### config.mk
export PLATFORM = sky130hd
export DESIGN_NAME = mbist_march_ctrl
export DESIGN_NICKNAME = d
export VERILOG_FILES = /design/src/rtl/mbist_march_ctrl.sv
export SDC_FILE = /design/constraint.sdc
export NUM_CORES = 1
export LEC_CHECK = 0
export BUFFER_PORTS_ARGS = -buffer_cell sky130_fd_sc_hd__buf_2
export CORE_MARGIN = 5
export CORE_UTILIZATION = 50
export CTS_BUF_LIST = sky130_fd_sc_hd__clkbuf_8
export DETAILED_ROUTE_END_ITERATION = 12
export GPL_TIMING_DRIVEN = 0
export PLACE_DENSITY_LB_ADDON = 0.08
export SKIP_LAST_GASP = 1
export SLEW_MARGIN = 10
export SYNTH_ARGS = -nofsm -noshare
export SYNTH_HDL_FRONTEND = slang
export SYNTH_SLANG_ARGS = --single-unit
### constraint.sdc
create_clock -name clk -period 3.2 [get_ports clk]
set_input_delay 0.64 -clock clk [delete_from_list [all_inputs] [get_ports clk]]
set_output_delay 0.64 -clock clk [all_outputs]
set_load 0.05 [all_outputs]
### src/rtl/mbist_march_ctrl.sv
// mbist_march_ctrl: March C- MBIST engine driving a memory with registered
// write data (sampled one cycle ahead of the write) and 2-cycle read latency.
// Ports:
//   clk, rst            clock, synchronous active-high reset
//   start, bg_mode      run request (honoured in IDLE/DONE), data background
//   write_read, address memory command (1 = write), word address
//   wdata, rdata        write data (leads its write by one cycle), read data
//   busy, done          run in progress, run finished (held until restart)
//   fail, fail_addr,    sticky mismatch flag, first failing address,
//   fail_elem, fail_cnt first failing March element, saturating mismatch count
module mbist_march_ctrl #(
  parameter int unsigned DATA_WIDTH = 8,
  parameter int unsigned ADDR_WIDTH = 4,
  parameter int unsigned CAPACITY   = 16
) (
  input  logic                  clk,
  input  logic                  rst,
  input  logic                  start,
  input  logic [1:0]            bg_mode,
  output logic                  write_read,
  output logic [ADDR_WIDTH-1:0] address,
  output logic [DATA_WIDTH-1:0] wdata,
  input  logic [DATA_WIDTH-1:0] rdata,
  output logic                  busy,
  output logic                  done,
  output logic                  fail,
  output logic [ADDR_WIDTH-1:0] fail_addr,
  output logic [2:0]            fail_elem,
  output logic [7:0]            fail_cnt
);

  localparam int unsigned EW = 3;
  localparam logic [ADDR_WIDTH-1:0] A_LAST = ADDR_WIDTH'(CAPACITY - 1);

  typedef enum logic [2:0] {
    S_IDLE  = 3'd0,
    S_PREP  = 3'd1,
    S_RUN   = 3'd2,
    S_DRAIN = 3'd3,
    S_DONE  = 3'd4
  } state_t;

  // Data background P(a); only the address LSB matters.
  function automatic logic [DATA_WIDTH-1:0] pat(input logic [1:0] bg, input logic a0);
    logic [DATA_WIDTH-1:0] p;
    p = '0;
    case (bg)
      2'd1: for (int i = 0; i < int'(DATA_WIDTH); i++) p[i] = ~i[0];
      2'd2: p = {DATA_WIDTH{a0}};
      default: p = '0;
    endcase
    return p;
  endfunction

  function automatic logic is_down(input logic [EW-1:0] e);
    return (e == 3'd3) || (e == 3'd4);
  endfunction

  function automatic logic is_rw(input logic [EW-1:0] e);
    return (e >= 3'd1) && (e <= 3'd4);
  endfunction

  function automatic logic [ADDR_WIDTH-1:0] first_addr(input logic [EW-1:0] e);
    return is_down(e) ? A_LAST : '0;
  endfunction

  function automatic logic first_lsb(input logic [EW-1:0] e);
    return is_down(e) ? A_LAST[0] : 1'b0;
  endfunction

  function automatic logic is_last(input logic [EW-1:0] e, input logic [ADDR_WIDTH-1:0] a);
    return is_down(e) ? (a == '0) : (a == A_LAST);
  endfunction

  // Value written by element e at an address with LSB a0 (0 beyond E4).
  function automatic logic [DATA_WIDTH-1:0] wval(input logic [1:0] bg, input logic [EW-1:0] e,
                                                 input logic a0);
    case (e)
      3'd0, 3'd2, 3'd4: return pat(bg, a0);
      3'd1, 3'd3:       return ~pat(bg, a0);
      default:          return '0;
    endcase
  endfunction

  // Value expected by the read of element e.
  function automatic logic [DATA_WIDTH-1:0] rexp(input logic [1:0] bg, input logic [EW-1:0] e,
                                                 input logic a0);
    case (e)
      3'd1, 3'd3, 3'd5: return pat(bg, a0);
      3'd2, 3'd4:       return ~pat(bg, a0);
      default:          return '0;
    endcase
  endfunction

  state_t                r_st, w_st_n;
  logic [EW-1:0]         r_elem, w_elem_n, w_elem_inc, w_nelem;
  logic [ADDR_WIDTH-1:0] r_addr, w_addr_n;
  logic                  r_ph, w_ph_n;
  logic                  r_drain, w_drain_n;
  logic                  w_accept;
  logic [1:0]            r_bg, w_bg;
  logic                  w_wr_n;
  logic [ADDR_WIDTH-1:0] w_address_n;
  logic [DATA_WIDTH-1:0] w_wdata_n;

  // Read-compare pipeline: stage 1 captures the read issued this cycle.
  logic                  r_p1_v, r_p2_v;
  logic [ADDR_WIDTH-1:0] r_p1_a, r_p2_a;
  logic [EW-1:0]         r_p1_e, r_p2_e;
  logic [DATA_WIDTH-1:0] r_p1_x, r_p2_x;

  // Next state and next registered bus outputs.
  always_comb begin
    w_st_n      = r_st;
    w_elem_n    = r_elem;
    w_addr_n    = r_addr;
    w_ph_n      = r_ph;
    w_drain_n   = r_drain;
    w_accept    = 1'b0;
    w_elem_inc  = r_elem + 3'd1;
    w_wr_n      = 1'b0;
    w_address_n = '0;
    w_wdata_n   = '0;

    case (r_st)
      S_IDLE, S_DONE: begin
        if (start) begin
          w_accept = 1'b1;
          w_st_n   = S_PREP;
          w_elem_n = '0;
          w_addr_n = '0;
          w_ph_n   = 1'b0;
        end
      end
      S_PREP: w_st_n = S_RUN;
      S_RUN: begin
        if (is_rw(r_elem) && !r_ph) begin
          w_ph_n = 1'b1;
        end else begin
          w_ph_n = 1'b0;
          if (is_last(r_elem, r_addr)) begin
            if (r_elem == 3'd5) begin
              w_st_n    = S_DRAIN;
              w_drain_n = 1'b0;
              w_addr_n  = '0;
            end else begin
              w_st_n   = S_PREP;
              w_elem_n = w_elem_inc;
              w_addr_n = first_addr(w_elem_inc);
            end
          end else begin
            w_addr_n = is_down(r_elem) ? r_addr - 1'b1 : r_addr + 1'b1;
          end
        end
      end
      S_DRAIN: begin
        if (r_drain) w_st_n = S_DONE;
        else         w_drain_n = 1'b1;
      end
      default: w_st_n = S_IDLE;
    endcase

    w_bg    = w_accept ? bg_mode : r_bg;
    w_nelem = w_elem_n + 3'd1;

    // wdata always carries the value of the next write strictly after this cycle.
    if (w_st_n == S_PREP) begin
      w_address_n = w_addr_n;
      w_wdata_n   = wval(w_bg, w_elem_n, w_addr_n[0]);
    end else if (w_st_n == S_RUN) begin
      w_address_n = w_addr_n;
      w_wr_n      = (w_elem_n == 3'd0) || (is_rw(w_elem_n) && w_ph_n);
      if (is_rw(w_elem_n) && !w_ph_n)
        w_wdata_n = wval(w_bg, w_elem_n, w_addr_n[0]);
      else if (is_last(w_elem_n, w_addr_n))
        w_wdata_n = wval(w_bg, w_nelem, first_lsb(w_nelem));
      else
        w_wdata_n = wval(w_bg, w_elem_n, ~w_addr_n[0]);
    end
  end

  // State, bus outputs and status flags.
  always_ff @(posedge clk) begin
    if (rst) begin
      r_st       <= S_IDLE;
      r_elem     <= '0;
      r_addr     <= '0;
      r_ph       <= 1'b0;
      r_drain    <= 1'b0;
      r_bg       <= '0;
      write_read <= 1'b0;
      address    <= '0;
      wdata      <= '0;
      busy       <= 1'b0;
      done       <= 1'b0;
      fail       <= 1'b0;
      fail_addr  <= '0;
      fail_elem  <= '0;
      fail_cnt   <= '0;
      r_p1_v     <= 1'b0;
      r_p1_a     <= '0;
      r_p1_e     <= '0;
      r_p1_x     <= '0;
      r_p2_v     <= 1'b0;
      r_p2_a     <= '0;
      r_p2_e     <= '0;
      r_p2_x     <= '0;
    end else begin
      r_st       <= w_st_n;
      r_elem     <= w_elem_n;
      r_addr     <= w_addr_n;
      r_ph       <= w_ph_n;
      r_drain    <= w_drain_n;
      r_bg       <= w_bg;
      write_read <= w_wr_n;
      address    <= w_address_n;
      wdata      <= w_wdata_n;
      busy       <= (w_st_n == S_PREP) || (w_st_n == S_RUN) || (w_st_n == S_DRAIN);
      done       <= (w_st_n == S_DONE);

      r_p1_v <= (r_st == S_RUN) && !write_read;
      r_p1_a <= address;
      r_p1_e <= r_elem;
      r_p1_x <= rexp(r_bg, r_elem, address[0]);
      r_p2_v <= r_p1_v;
      r_p2_a <= r_p1_a;
      r_p2_e <= r_p1_e;
      r_p2_x <= r_p1_x;

      if (w_accept) begin
        fail      <= 1'b0;
        fail_addr <= '0;
        fail_elem <= '0;
        fail_cnt  <= '0;
      end else if (r_p2_v && (rdata != r_p2_x)) begin
        fail <= 1'b1;
        if (fail_cnt != 8'hFF) fail_cnt <= fail_cnt + 8'd1;
        if (!fail) begin
          fail_addr <= r_p2_a;
          fail_elem <= r_p2_e;
        end
      end
    end
  end

endmodule
* Word level (Yosys, flattened, before mapping)
Cells that the tools add are included.
Word-level totals: bits in registers 77, bits of input ports 13, output and inout port bits 31, word-level logic and storage cells 172
Operators by class: add/sub/neg operators 5, $lt $le $gt $ge 4, equal/unequal tests 34, mux-type cells 63, bitwise gates (word level) 8, reduce and logical (&&, ||, !) cells 35
Operators by type and width (count):
- 2-to-1 mux 8 bit | 21
- one-hot mux 8 bit (2 select lines) | 9
- NOT 8 bit | 5
- equality test 3 x 2 -> 1 bit (second input constant) | 11
- 2-to-1 mux 4 bit | 8
- 2-to-1 mux 3 bit | 8
- equality test 3 bit (second input constant) | 7
- equality test 3 x 1 -> 1 bit (second input constant) | 5
- one-hot mux 3 bit (4 select lines) | 1
- OR reduction 3 bit | 4
- 2-to-1 mux 1 bit | 10
- OR reduction 2 bit | 5
- logical NOT 3 bit | 3
- adder 8 x 1 -> 8 bit (second input constant) | 1
- equality test 4 bit (second input constant) | 2
- logical NOT 4 bit | 2
- != test 8 bit | 1
- != test 8 bit (second input constant) | 1
- one-hot mux 4 bit (2 select lines) | 1
- logical AND 1 bit | 7
- logical OR 1 bit | 7
- adder 3 x 1 -> 3 bit (second input constant) | 2
- greater-or-equal comparator 3 x 1 -> 1 bit (second input constant) | 2
- less-or-equal comparator 3 bit (second input constant) | 2
- other kinds (13) | 24

* Longest topological paths before layout
word-level depth 22, mapped depth 14, depth with buffers taken out 14

* Least setup slack after synthesis
Ideal clock, no wire load.
path kind register to register, start point reg r_elem[0], end point reg wdata[5], setup time 123 ps, data arrival time 2945 ps, required time 3077 ps, slack 133 ps, stages on the path, launching flop included 15, buffers on the path 0, period minus slack after synthesis 3067 ps, cells stage by stage dfxtp_1 -> inv_1 -> ha_1 -> mux2i_4 -> inv_1 -> ha_1 -> a21o_1 -> a21oi_1 -> xnor2_1 -> o21ai_0 -> a22oi_1 -> o2111a_2 -> nor4b_1 -> nor4_1 -> o21ai_1
Between the ends: word-level cells in the longest chain between the ends 22, elaborated cells on any way between the ends 89, classes of those cells add/sub (2); order compare (4); eq/ne (16); mux (46); bitwise (5); reduce/logical (16)
Ends and longest elaborated chain:
- start: declaration | RTL line 96 | logic [EW-1:0] r_elem, w_elem_n, w_elem_inc, w_nelem;
- start signal: assignment | RTL line 210 | r_elem <= w_elem_n;
- branches (longest 21 deep; another with adder 3 x 1 -> 3 bit)
- 2-to-1 mux 8 bit (*) | RTL line 167 | if (w_st_n == S_PREP) begin
- end signal: assignment | RTL line 217 | wdata <= w_wdata_n;
- end: declaration | RTL line 22 | output logic [DATA_WIDTH-1:0] wdata,
Mark *: on every way between the ends. The select of a mux whose other input is x is not followed. A chain may end at the register's enable or synchronous reset.

* Worst setup path after layout
Same ends and word-level chain as after synthesis.

==> metrics.md <==
| Metric | Value |
|---|---|
| Critical Path Start | `r_elem[0]` |
| Fin nets | `422` |
| HP Class | `reg2reg` |
| Antenna violations before repair | `0` |
| Leak Pwr | `1.569 nW` |
| Biggest area consumer among synthesized cells | `dfxtp_1` |
| Layout cells sized above 1 | `29.40%` |
| Cts-stage hold buffer count | `0` |
| Worst skew pair latency | `~0.33 ns` |
| FP Rows | `27` |
| Synth Net Count | `349` |
| Seq pwr share | `48.0%` |
| FF-to-FF path depth | `12` |
| Filler cells | `just under 500` |
| Avg Cell Area, Syn | `9.011 um2` |
| Sw Pwr | `0.0003930 W` |
| Required time of the critical path | `3.41 ns` |
| CTS root buffer | `clkbuf_8` |
| Die width | `86.18 um` |
| Initial Util | `roughly 52%` |
| Routed wire length | `6564 um` |
| First-pass GRT wire length | `10540 um` |
| TritonCTS Buffers | `9` |
| Fmax | `325.1 MHz` |
| CTS tree | `done` |
| Slew Limit Fails | `0` |
| Max Buffers Root-to-Sink | `2` |
| Fin area | `about 0.0037 mm2` |
| Hold path endpoint | `r_p2_a[0]` |
| Hold WS | `0.4328 ns` |
| Internal | `0.001171 W` |
| Total Power | `about 0.0016 W` |
| Worst r2r dst | `wdata[5]` |
| Register bit total from synthesis | `between 50 and 60` |
| Syn Inst Count | `around 320` |
| CORE AREA | `0.005574 mm2` |
| Tmin final | `3.076 ns` |
| Layout Skew | `0.01075 ns` |
| Data arrival time of the critical path | `3.28 ns` |
| Cell variety after synth | `58` |
| Layout Cells excl Fill | `470` |
| DR DRC count | `0` |
| Status | `complete, no violations` |
| Critical R2R Launch | `r_elem[0]` |
| Async SR Flop Fraction | `0%` |
| Power density cells | `~430 mW/mm2` |
| Global-route met1 utilization | `between 20 and 25%` |
| Iteration-0 DRC Markers | `88` |
| CP Max Fanout | `5` |
| Chip Height | `between 80 and 90 um` |
| All-Layer GR Usage | `around 18%` |
| Post-synth EDFFs | `0` |
| Number of global-route vias before repair | `2283` |
| Synth top area cells | `dfxtp_1 (41%), nor2_1 (6.9%), mux2i_1 (6.6%)` |
| Mapped cell area | `0.002902 mm2` |
| Clock network fraction of design power | `40.7%` |
| Sw frac | `25.12%` |
| Dpl hpwl | `4625 um` |
| Largest net degree at the start of global routing | `11` |
| Final Cycle Share | `a little under 100%` |
| Peak VDD IR | `0.2134 mV` |
| Min-Delay Path Depth | `1` |
| Logic pwr share | `between 10% and 20%` |
| Placed Instance Area | `0.003207 mm2` |
| Total number of vias | `2458` |
| Worst Max-Slew Pin Slew | `0.7295 ns` |
| Antenna cells | `0` |
| Relative slew margins | `51.19%` |
| P&R area growth vs syn | `26.52%` |
| Max-cap violations | `0` |
| Routed WL per cell | `approximately 14 um` |
| FF/Latch Area | `0.001189 mm2` |
| Worst-path clk slew | `0.06 ns` |
| Critical Path Source Type | `flip-flop` |
| Top cell type's share of synthesized area | `40.71%` |
| GR met3 Demand/Resource | `~4.4%` |
| GR Util met2 | `29.22%` |
| Worst hold start | `r_p1_a[0]` |
| Hold Fails Final Rpt | `0` |
| Placed insts | `437` |
| H-Tree Level Count | `3` |
| Clock Sinks | `~60` |
| Prevailing post-synth register cell | `dfxtp_1` |
| Post-synthesis sequential area ratio | `40.71%` |
| Vias per cell | `5.230` |
| Busiest grt layer | `met2` |
| Routability cong. | `0.8994` |
| Nature of the critical path endpoint | `flip-flop` |
| Crit path kind | `reg2reg` |
| Ys Warns | `0` |
| Die Area | `0.007426 mm2` |
| R2R Setup Slk | `0.12 ns` |
| DRT Pass-1 Iters | `4` |
| Multi-input logic area | `0.001704 mm2` |
| IO buf count | `43` |
| Grt ovf | `0` |
| # IOs | `44` |
| Antenna viol nets, final | `0` |
| Setup violators final | `0` |
[repair_timing]
item,in CTS,in global routing
pin swaps,4,11
buffers inserted,5,14
gates resized for setup,19,15
endpoints found under the setup margin,2,2
[synth_stat cells (2+ instances only)]
library cell	instances
or4_1	3
a31oi_1	2
o21bai_1	3
mux2i_1	19
nand2_1	16
a2bb2oi_1	2
xnor2_1	3
nor4_1	3
nand4_1	5
a21o_1	3
and2_1	2
o21ai_0	8
buf_2	2
nor2b_1	19
nor3_1	4
nor2_1	53
mux2_2	3
o31ai_1	2
a21oi_1	16
dfxtp_1	59
and3_1	3
xor2_1	5
clkbuf_1	7
a22oi_1	4
nand2b_1	8
or3_1	4
ha_1	13
buf_4	6
nand3_1	3
inv_1	14
[cell usage in the layout, fill, tap and decap left out, drive strengths merged, types with 3 or more instances in the layout]
cell,netlist,final
a21o,3,3
a21oi,16,16
a22oi,4,4
and2,3,3
and3,3,3
buf,9,71
clkbuf,7,17
dfxtp,59,59
ha,13,13
inv,14,15
mux2,4,4
mux2i,20,20
nand2,16,16
nand2b,8,8
nand3,3,3
nand4,5,5
nor2,53,53
nor2b,19,19
nor3,4,4
nor4,4,4
o21ai,9,9
o21bai,3,3
o31ai,3,3
or3,5,5
or4,4,4
xnor2,3,3
xor2,5,5
[power groups by stage]
stage / Sequential (W) / Combinational (W) / Clock [W]
global route: 0.000752 / 0.000194 / 0.000686
detailed placement: 0.000769 / 0.000164 / 0
CTS: 0.000751 / 0.000170 / 0.000654
finish: 0.000751 / 0.000176 / 0.000637
floorplan: 0.000783 / 0.000106 / 0
global placement: 0.000768 / 0.000163 / 0
[metal layers]
| layer | up-vias | wire length (um) |
|---|---|---|
| met3 | 13 | 260 |
| met5 | - | 0 |
| met4 | 0 | 151 |
| li1 | 1254 | - |
| met2 | 52 | 3226 |
| met1 | 1139 | 2927 |
[worst max-delay path by stage]
stage / slack [ns] / cells past startpoint / end
floorplan: 0.13 / 14 / wdata[5]
global placement: -0.40 / 11 / wdata[5]
detailed placement: -0.40 / 11 / wdata[5]
CTS: 0.03 / 11 / wdata[5]
global route: -0.03 / 15 / wdata[5]
finish: 0.12 / 12 / wdata[5]
[critical path, stage by stage, from the launching register on]
cell and delay, ns:
dfxtp_4 0.39, inv_4 0.06, ha_4 0.17, mux2i_4 0.24
buf_6 0.16, mux2_4 0.33, or3_4 0.38, and2_4 0.18
mux2i_4 0.19, nor4_4 0.35, nor4b_2 0.10, nor4_2 0.27
o21ai_1 0.11
[through the flow]
| stage | setup slack [ns] | utilization (%) | setup TNS [ns] |
|---|---|---|---|
| after floorplan | 0.1327 | - | 0 |
| after global placement | -0.3961 | 57.53 | -0.6201 |
| after detailed placement | -0.4023 | 57.53 | -0.6281 |
| after CTS | 0.02507 | 62.85 | 0 |
| after global routing | -0.02872 | 65.86 | -0.02872 |
| final | 0.1244 | 65.86 | 0 |
[registers in the layout, indices dropped and copies added (netlist names), 2 cells and up]
name and cells:
fail_cnt 8, r_p1_e 3, r_p2_a 4, r_p1_x 2, fail_elem 3, r_st 3
wdata 2, address 4, r_elem 3, r_p1_a 4, r_bg 2, r_addr 4
fail_addr 4, r_p2_x 2, r_p2_e 3
[cell type report]
type	count	share of cell area [%]
Inverter	14	1.568
Multi-Input combinational cell	233	46.42
Clock inverter	4	1.193
Timing Repair Buffer	62	9.850
Sequential cell	59	32.38
Clock buffer	10	3.749
Tap cell	72	2.454
Buffer	16	2.386
[cell families (layout without fill, tap and decap cells)]
group                    count (synthesis)  after routing  share of synthesized area (%)
AND/OR/NAND/NOR                        132            132                          23.42
XOR/XNOR                                 8              8                          2.415
multiplexers                            24             24                          9.012
flip-flops                              59             59                          40.71
adder cells (fa/ha/maj)                 14             14                          6.296
buffers and inverters                   30            106                          4.743
AO/OA/AOI/OAI                           55             55                          13.41
No activity file was read; power rests on OpenSTA's default activity.
